### config.mk
export PLATFORM = sky130hd
export DESIGN_NAME = pdm_demod_flat
export DESIGN_NICKNAME = d
export VERILOG_FILES = /design/src/rtl/pdm_demod_pkg.sv /design/src/rtl/pdm_demod_if.sv /design/src/rtl/cic3_decimator.sv /design/src/rtl/pdm_demod.sv /design/src/flat_wrapper.sv
export SDC_FILE = /design/constraint.sdc
export NUM_CORES = 1
export LEC_CHECK = 0
export CORE_MARGIN = 10
export CORE_UTILIZATION = 40
export CTS_CLUSTER_DIAMETER = 30
export DETAILED_ROUTE_END_ITERATION = 16
export GPL_ROUTABILITY_DRIVEN = 0
export HOLD_SLACK_MARGIN = 0.08
export PLACE_DENSITY = 0.54
export SYNTH_ARGS = -nofsm -noshare
export SYNTH_HDL_FRONTEND = slang
export SYNTH_HIERARCHICAL = 1
export SYNTH_SLANG_ARGS = --single-unit
### constraint.sdc
create_clock -name clk -period 9.9 [get_ports clk]
set_clock_uncertainty 0.15 [all_clocks]
set_input_delay 2.97 -clock clk [delete_from_list [all_inputs] [get_ports clk]]
set_output_delay 2.97 -clock clk [all_outputs]
set_load 0.02 [all_outputs]
### src/rtl/pdm_demod_pkg.sv
// Shared constants and helpers for the PDM microphone receiver and its CIC decimator.
package pdm_demod_pkg;

   localparam int unsigned CIC_ORDER = 3;
   localparam int unsigned WARMUP    = 3;

   function automatic int unsigned cic_width(input int unsigned log2_r);
      return CIC_ORDER * log2_r + 1;
   endfunction

   // Positive result: shift CIC output left; negative: shift right.
   function automatic int scale_shift(input int unsigned log2_r, input int unsigned out_w);
      return int'(out_w) - int'(CIC_ORDER * log2_r);
   endfunction

endpackage

### src/rtl/pdm_demod_if.sv
// PCM sample stream from the PDM receiver to its consumer.
interface pdm_demod_if #(
   parameter int unsigned OUT_W = 16
) ();

   logic [OUT_W-1:0] pcm;
   logic             pcm_valid;
   logic             pcm_ready;
   logic             overrun;

   modport master (output pcm, output pcm_valid, output overrun, input pcm_ready);
   modport slave  (input pcm, input pcm_valid, input overrun, output pcm_ready);

endinterface

### src/rtl/cic3_decimator.sv
// Third-order CIC decimator for a 1-bit stream, with unsigned scaling and saturation.
module cic3_decimator
   import pdm_demod_pkg::*;
#(
   parameter int unsigned LOG2_R = 4,
   parameter int unsigned OUT_W  = 16
) (
   input  logic             clk,
   input  logic             rst,
   input  logic             strobe_i,
   input  logic             x_i,
   output logic             y_valid_o,
   output logic [OUT_W-1:0] s_o
);

   localparam int unsigned CicW  = cic_width(LOG2_R);
   localparam int          Shift = scale_shift(LOG2_R, OUT_W);
   localparam int unsigned ShUp  = (Shift > 0) ? unsigned'(Shift) : 32'd0;
   localparam int unsigned ShDn  = (Shift < 0) ? unsigned'(-Shift) : 32'd0;
   localparam int unsigned WideW = CicW + OUT_W;
   localparam logic [LOG2_R-1:0] DecLast = '1;

   logic [CicW-1:0]   integ1_q, integ1_d, integ2_q, integ2_d, integ3_q, integ3_d;
   logic [CicW-1:0]   dly1_q, dly1_d, dly2_q, dly2_d, dly3_q, dly3_d;
   logic [CicW-1:0]   y_q, y_d;
   logic [CicW-1:0]   comb1, comb2, comb3;
   logic [LOG2_R-1:0] dec_cnt_q, dec_cnt_d;
   logic              dump_q, dump_d;
   logic              y_valid_q, y_valid_d;
   logic [WideW-1:0]  wide;

   // Integrators wrap modulo 2^CicW; the comb differences stay exact.
   always_comb begin
      integ1_d  = integ1_q;
      integ2_d  = integ2_q;
      integ3_d  = integ3_q;
      dec_cnt_d = dec_cnt_q;
      dump_d    = 1'b0;
      if (strobe_i) begin
         integ1_d  = integ1_q + CicW'(x_i);
         integ2_d  = integ2_q + integ1_d;
         integ3_d  = integ3_q + integ2_d;
         dec_cnt_d = dec_cnt_q + 1'b1;
         dump_d    = (dec_cnt_q == DecLast);
      end
   end

   always_comb begin
      comb1     = integ3_q - dly1_q;
      comb2     = comb1 - dly2_q;
      comb3     = comb2 - dly3_q;
      dly1_d    = dly1_q;
      dly2_d    = dly2_q;
      dly3_d    = dly3_q;
      y_d       = y_q;
      y_valid_d = dump_q;
      if (dump_q) begin
         dly1_d = integ3_q;
         dly2_d = comb1;
         dly3_d = comb2;
         y_d    = comb3;
      end
   end

   always_comb begin
      wide = ({{OUT_W{1'b0}}, y_q} << ShUp) >> ShDn;
      s_o  = (|wide[WideW-1:OUT_W]) ? '1 : wide[OUT_W-1:0];
   end

   assign y_valid_o = y_valid_q;

   always_ff @(posedge clk) begin
      if (rst) begin
         integ1_q  <= '0;
         integ2_q  <= '0;
         integ3_q  <= '0;
         dly1_q    <= '0;
         dly2_q    <= '0;
         dly3_q    <= '0;
         y_q       <= '0;
         dec_cnt_q <= '0;
         dump_q    <= 1'b0;
         y_valid_q <= 1'b0;
      end else begin
         integ1_q  <= integ1_d;
         integ2_q  <= integ2_d;
         integ3_q  <= integ3_d;
         dly1_q    <= dly1_d;
         dly2_q    <= dly2_d;
         dly3_q    <= dly3_d;
         y_q       <= y_d;
         dec_cnt_q <= dec_cnt_d;
         dump_q    <= dump_d;
         y_valid_q <= y_valid_d;
      end
   end

endmodule

### src/rtl/pdm_demod.sv
// PDM microphone receiver: clock generation, input sync, CIC decimation, single-entry output.
module pdm_demod
   import pdm_demod_pkg::*;
#(
   parameter int unsigned CLK_DIV = 8,
   parameter int unsigned LOG2_R  = 4,
   parameter int unsigned OUT_W   = 16
) (
   input  logic        clk,
   input  logic        rst,
   output logic        pdm_clk,
   input  logic        pdm_data,
   pdm_demod_if.master pcm_if
);

   localparam int unsigned DivW  = $clog2(CLK_DIV);
   localparam int unsigned WarmW = $clog2(WARMUP + 1);
   localparam logic [DivW-1:0]  DivLast  = DivW'(CLK_DIV - 1);
   localparam logic [DivW-1:0]  DivHalf  = DivW'(CLK_DIV / 2);
   localparam logic [WarmW-1:0] WarmLast = WarmW'(WARMUP);

   logic [DivW-1:0]  div_cnt_q, div_cnt_d;
   logic             pdm_clk_q, pdm_clk_d;
   logic [1:0]       sync_q, sync_d;
   logic [WarmW-1:0] warm_cnt_q, warm_cnt_d;
   logic [OUT_W-1:0] pcm_q, pcm_d;
   logic             pcm_valid_q, pcm_valid_d;
   logic             overrun_q, overrun_d;
   logic             strobe, y_valid, warm_done, load;
   logic [OUT_W-1:0] s;

   // Sample on the last high cycle, just before the microphone sees the falling edge.
   assign strobe    = (div_cnt_q == DivLast);
   assign warm_done = (warm_cnt_q == WarmLast);
   assign load      = y_valid && warm_done;

   cic3_decimator #(
      .LOG2_R (LOG2_R),
      .OUT_W  (OUT_W)
   ) u_cic (
      .clk       (clk),
      .rst       (rst),
      .strobe_i  (strobe),
      .x_i       (sync_q[1]),
      .y_valid_o (y_valid),
      .s_o       (s)
   );

   always_comb begin
      div_cnt_d   = (div_cnt_q == DivLast) ? '0 : div_cnt_q + 1'b1;
      pdm_clk_d   = (div_cnt_d >= DivHalf);
      sync_d      = {sync_q[0], pdm_data};
      warm_cnt_d  = warm_cnt_q;
      pcm_d       = pcm_q;
      pcm_valid_d = pcm_valid_q;
      overrun_d   = 1'b0;
      if (y_valid && !warm_done) begin
         warm_cnt_d = warm_cnt_q + 1'b1;
      end
      if (load) begin
         pcm_d       = s;
         pcm_valid_d = 1'b1;
         overrun_d   = pcm_valid_q && !pcm_if.pcm_ready;
      end else if (pcm_valid_q && pcm_if.pcm_ready) begin
         pcm_valid_d = 1'b0;
      end
   end

   always_ff @(posedge clk) begin
      if (rst) begin
         div_cnt_q   <= '0;
         pdm_clk_q   <= 1'b0;
         sync_q      <= '0;
         warm_cnt_q  <= '0;
         pcm_q       <= '0;
         pcm_valid_q <= 1'b0;
         overrun_q   <= 1'b0;
      end else begin
         div_cnt_q   <= div_cnt_d;
         pdm_clk_q   <= pdm_clk_d;
         sync_q      <= sync_d;
         warm_cnt_q  <= warm_cnt_d;
         pcm_q       <= pcm_d;
         pcm_valid_q <= pcm_valid_d;
         overrun_q   <= overrun_d;
      end
   end

   assign pdm_clk          = pdm_clk_q;
   assign pcm_if.pcm       = pcm_q;
   assign pcm_if.pcm_valid = pcm_valid_q;
   assign pcm_if.overrun   = overrun_q;

endmodule
### src/flat_wrapper.sv
// flat-port wrapper written by rule: the top's interface ports become plain ports
module pdm_demod_flat import pdm_demod_pkg::*;
#(
   parameter int unsigned CLK_DIV = 8,
   parameter int unsigned LOG2_R  = 4,
   parameter int unsigned OUT_W   = 16
)
  (clk, rst, pdm_clk, pdm_data, pcm_if_pcm, pcm_if_pcm_valid, pcm_if_overrun, pcm_if_pcm_ready);
  pdm_demod_if #(.OUT_W(OUT_W)) pcm_if_i ();
  input  logic clk;
  input  logic rst;
  output logic pdm_clk;
  input  logic pdm_data;
  output wire logic [$bits(pcm_if_i.pcm)-1:0] pcm_if_pcm;
  output wire logic [$bits(pcm_if_i.pcm_valid)-1:0] pcm_if_pcm_valid;
  output wire logic [$bits(pcm_if_i.overrun)-1:0] pcm_if_overrun;
  input wire logic [$bits(pcm_if_i.pcm_ready)-1:0] pcm_if_pcm_ready;
  assign pcm_if_pcm = pcm_if_i.pcm;
  assign pcm_if_pcm_valid = pcm_if_i.pcm_valid;
  assign pcm_if_overrun = pcm_if_i.overrun;
  assign pcm_if_i.pcm_ready = pcm_if_pcm_ready;
  pdm_demod #(.CLK_DIV(CLK_DIV), .LOG2_R(LOG2_R), .OUT_W(OUT_W)) u_core (.clk(clk), .rst(rst), .pdm_clk(pdm_clk), .pdm_data(pdm_data), .pcm_if(pcm_if_i));
endmodule
==> metrics.json <==
{
  "first_iter_violations": {"value": 324},
  "launching_point_of_the_worst_reg2reg_path": {"value": "u_core/u_cic/integ3_q[1]$_SDFFE_PP0P_"},
  "routedWlPerCell": {"value": 14.2, "unit": "um"},
  "layout-area-overhead-vs-synth": {"value": 12.2, "unit": "%"},
  "crit_required": {"value": 10.05, "unit": "ns"},
  "fill_cells": {"value": 1958},
  "worst_slew_pin_slew": {"value": 0.848, "unit": "ns"},
  "synth_compound_area_share": {"value": 17.6, "unit": "%"},
  "setup-violations-final": {"value": 0},
  "cts_buffer_depth": {"value": 2},
  "dp_slack": {"value": 4.82, "unit": "ns"},
  "grt_antenna_before_repair": {"value": 0},
  "cts_hold_repair.buffers": {"value": 0},
  "floorplan.initialDensity": {"value": 40.6, "unit": "%"},
  "synth-edff-count": {"value": 0},
  "slew_viol_final": {"value": 0},
  "post-dp-hpwl": {"value": 11.8, "unit": "mm"},
  "grt_usage": {"value": 13.5, "unit": "%"},
  "totalNegativeSetupSlack": {"value": 0, "unit": "ns"},
  "post_synth_xor_xnor_area": {"value": 7.33, "unit": "%"},
  "synth-simple-area-share": {"value": 18.7, "unit": "%"},
  "numPlacedInstances": {"value": 1166},
  "timing_worst_setup_path_type": {"value": "reg2reg"},
  "clk_transition_reported_paths": {"value": 0.06, "unit": "ns"},
  "timing.final.hold_violations": {"value": 0},
  "rr_endpoint": {"value": "u_core/u_cic/y_q[12]$_SDFFE_PP0P_"},
  "routed-wl-met3": {"value": 550, "unit": "um"},
  "core_area": {"value": 19400, "unit": "um^2"},
  "cts-htree-levels": {"value": 4},
  "postCtsSetupRepairBufs": {"value": 0},
  "synth_largest_area_cell": {"value": "sky130_fd_sc_hd__dfxtp_1"},
  "reg2reg_depth": {"value": 21},
  "worst_setup_path_start_kind": {"value": "flip-flop"},
  "hold_slack": {"value": 0.277, "unit": "ns"},
  "irDropWorstVdd": {"value": 128, "unit": "uV"},
  "cp.arrival": {"value": 5.29, "unit": "ns"},
  "synth_top_family_by_area": {"value": "simple AND/OR/NAND/NOR gates"},
  "pwr_cell_area": {"value": 136, "unit": "nW/um^2"},
  "static-leakage-power": {"value": 0.00352, "unit": "uW"},
  "drc": {"value": 0},
  "relSlewSlack": {"value": 43.5, "unit": "%"},
  "clkLatencyLatePin": {"value": 0.42, "unit": "ns"},
  "cts_made_buffers": {"value": 17},
  "dr.max_layer_used": {"value": "met4"},
  "asyncSetResetFlopFracSynth": {"value": 0, "unit": "%"},
  "postRouteAntennaNets": {"value": 0},
  "synthCells": {"value": 921},
  "buffer_ports.inserted": {"value": 22},
  "fmax": {"value": 0.194, "unit": "GHz"},
  "pin_count_of_the_biggest_net_entering_global_routing": {"value": 74},
  "post_cts_resize_count": {"value": 0},
  "post_synthesis_share_of_cell_area_spent_on_full_adders_half_adders_and_majority_gates": {"value": 11.8, "unit": "%"},
  "startpoint": {"value": "u_core/u_cic/integ3_q[1]$_SDFFE_PP0P_"},
  "ys_top_cells_by_area": {"value": "sky130_fd_sc_hd__dfxtp_1, sky130_fd_sc_hd__ha_1, sky130_fd_sc_hd__mux2i_1"},
  "die-width": {"value": 160, "unit": "um"},
  "globalRouteOverflowTotal": {"value": 0},
  "status": {"value": "finished, final reports clean"},
  "final.min_clock_period": {"value": 5.14, "unit": "ns"},
  "layout_commonest_cell": {"value": "sky130_fd_sc_hd__dfxtp_1"},
  "seq_area_frac_synth": {"value": 31.0, "unit": "%"},
  "muxShareOfSynthArea": {"value": 7.49, "unit": "%"},
  "met2WireLength": {"value": 7.28, "unit": "mm"},
  "mostFrequentLayoutCells": {"value": "sky130_fd_sc_hd__dfxtp_1, sky130_fd_sc_hd__nor2_1, sky130_fd_sc_hd__ha_1, sky130_fd_sc_hd__inv_1, sky130_fd_sc_hd__mux2i_1"},
  "maxCapViolations": {"value": 0},
  "yosys.area.top_type_share": {"value": 31.0, "unit": "%"},
  "crit_fanout": {"value": 8},
  "hold_class": {"value": "reg2reg"},
  "antenna_cells_inserted": {"value": 0},
  "worst_setup_path_end_kind": {"value": "flip-flop"},
  "clk_root_buffer_cell": {"value": "sky130_fd_sc_hd__clkbuf_16"},
  "route.detailed.vias_per_inst": {"value": 5.16},
  "dpl_cell_area": {"value": 8210, "unit": "um^2"},
  "row_count": {"value": 51},
  "via_count": {"value": 6184},
  "grt_setup_unrepaired": {"value": "no"},
  "postLayoutCellArea": {"value": 8830, "unit": "um^2"},
  "ys.flop_type": {"value": "sky130_fd_sc_hd__dfxtp_1"},
  "number_of_clock_sinks": {"value": 122},
  "yosys_warnings": {"value": 6},
  "detail_route.wirelength": {"value": 17.0, "unit": "mm"},
  "synth.distinct_cells": {"value": 68},
  "final_worst_path_period_share": {"value": 51.9, "unit": "%"},
  "setup.reg_to_reg.worst_slack": {"value": 4.76, "unit": "ns"},
  "drt_pre_antenna_iters": {"value": 5},
  "ys_seq_elements": {"value": 122},
  "finalNonFillerCells": {"value": 1198},
  "synthesis.area_per_instance": {"value": 8.55, "unit": "um^2"},
  "num_io_pins": {"value": 23},
  "grt_first_pass_wirelength": {"value": 29.1, "unit": "mm"},
  "wl_met1": {"value": 8.93, "unit": "mm"},
  "crit_end": {"value": "u_core/u_cic/y_q[12]$_SDFFE_PP0P_"},
  "post_synth_instance_area": {"value": 7870, "unit": "um^2"},
  "finalWorstSetupSlack": {"value": 4.76, "unit": "ns"},
  "post_route_cells_drive_above_1_share": {"value": 8.47, "unit": "%"},
  "fp.dieH": {"value": 160, "unit": "um"},
  "die_area": {"value": 25700, "unit": "um^2"},
  "syn-num-nets": {"value": 996},
  "first_global_vias": {"value": 5848},
  "final_nets": {"value": 995},
  "tritoncts_clock_tree": {"value": "built"}
}
worst max-delay path: stages (launching register included):
cell                       delay [ns]
sky130_fd_sc_hd__dfxtp_1         0.39
sky130_fd_sc_hd__ha_1            0.30
sky130_fd_sc_hd__nor2b_1         0.11
sky130_fd_sc_hd__o21ai_0         0.09
sky130_fd_sc_hd__a21boi_0        0.25
sky130_fd_sc_hd__o21ai_1         0.15
sky130_fd_sc_hd__a211oi_1        0.48
sky130_fd_sc_hd__nor2_1          0.12
sky130_fd_sc_hd__xnor2_1         0.15
sky130_fd_sc_hd__ha_1            0.43
sky130_fd_sc_hd__nand2_1         0.17
sky130_fd_sc_hd__o21ba_2         0.29
sky130_fd_sc_hd__nor2_1          0.05
sky130_fd_sc_hd__xnor2_1         0.12
sky130_fd_sc_hd__ha_1            0.34
sky130_fd_sc_hd__a21oi_1         0.18
sky130_fd_sc_hd__o21a_1          0.18
sky130_fd_sc_hd__mux2_2          0.33
sky130_fd_sc_hd__nand4_1         0.16
sky130_fd_sc_hd__nor4b_1         0.28
sky130_fd_sc_hd__mux2_2          0.23
sky130_fd_sc_hd__nor4_2          0.04
layout make-up:
type,count,area [um^2],share of cell area (%)
multi-input cells,690,4950,56.1
flip-flops and latches,122,2440,27.7
clock buffers,18,429,4.86
well taps,265,332,3.75
repair buffers,27,255,2.89
inverters,62,233,2.63
clock inverters,14,189,2.14
Yosys cell counts (all sizes together) (4+ instances only):
| cell type | n |
|---|---|
| o21a | 18 |
| nand2b | 7 |
| clkbuf | 21 |
| buf | 26 |
| ha | 66 |
| o21ai | 39 |
| nor2 | 119 |
| a21o | 10 |
| o211ai | 7 |
| xor2 | 33 |
| nor2b | 16 |
| mux2i | 54 |
| a21bo | 16 |
| a31oi | 5 |
| fa | 5 |
| and3 | 9 |
| nand3 | 32 |
| a211oi | 18 |
| nand3b | 5 |
| mux2 | 4 |
| or2 | 13 |
| a21oi | 50 |
| a21boi | 4 |
| nand2 | 40 |
| o21bai | 6 |
| and4 | 5 |
| nand4 | 10 |
| or4 | 4 |
| nor4b | 5 |
| nor3 | 23 |
| xnor2 | 32 |
| dfxtp | 122 |
| inv | 60 |
cells by family (layout without fill, tap and decap cells):
family,after synthesis,count (layout)
mux,58,58
flops,122,122
compound gates,197,197
buf+inv,109,121
fa+ha+maj,71,71
xor+xnor,65,65
simple gates,299,299
stage by stage:
step                util (%)  total power (uW)
floorplan                  -               546
global placement        42.3               558
detailed placement      42.3               558
CTS                     45.5              1220
global route            45.5              1250
finish                  45.5              1200
power breakdown:
part,total (uW),internal (uW),switching (uW)
Combinational,53.6,20.2,33.4
Sequential,493,492,0.896
Clock,655,403,252
Total,1200,915,286
layer usage:
metal | vias up | GRT usage, %
met5 | - | 0
met4 | 0 | 4.92
met3 | 17 | 2.83
met2 | 88 | 20.1
met1 | 2858 | 18.7
li1 | 3221 | -
state kept, by name, indices dropped and copies added (netlist names):
name / count
u_core/u_cic/dly2_q: 13
u_core/warm_cnt_q: 2
u_core/u_cic/dly3_q: 13
u_core/pcm_if.pcm_valid: 1
u_core/u_cic/integ1_q: 13
u_core/u_cic/dump_q: 1
u_core/u_cic/y_valid_o: 1
u_core/pcm_if.overrun: 1
u_core/u_cic/dec_cnt_q: 4
u_core/u_cic/integ2_q: 13
u_core/u_cic/y_q: 13
u_core/pcm_if.pcm: 16
u_core/u_cic/dly1_q: 13
u_core/u_cic/integ3_q: 13
u_core/div_cnt_q: 3
u_core/sync_q: 2
how the worst min path moves through the flow:
stage                                               from                              to  slack, ns  cells past startpoint
after floorplan           u_core/div_cnt_q[0]$_SDFF_PP0_  u_core/div_cnt_q[0]$_SDFF_PP0_       0.25                      1
final                     u_core/div_cnt_q[0]$_SDFF_PP0_  u_core/div_cnt_q[0]$_SDFF_PP0_       0.28                      1
after global placement    u_core/div_cnt_q[0]$_SDFF_PP0_  u_core/div_cnt_q[0]$_SDFF_PP0_       0.27                      1
after CTS                 u_core/div_cnt_q[0]$_SDFF_PP0_  u_core/div_cnt_q[0]$_SDFF_PP0_       0.28                      1
after global routing      u_core/div_cnt_q[0]$_SDFF_PP0_  u_core/div_cnt_q[0]$_SDFF_PP0_       0.30                      1
after detailed placement  u_core/div_cnt_q[0]$_SDFF_PP0_  u_core/div_cnt_q[0]$_SDFF_PP0_       0.27                      1
(Power assumes the default switching activity.)
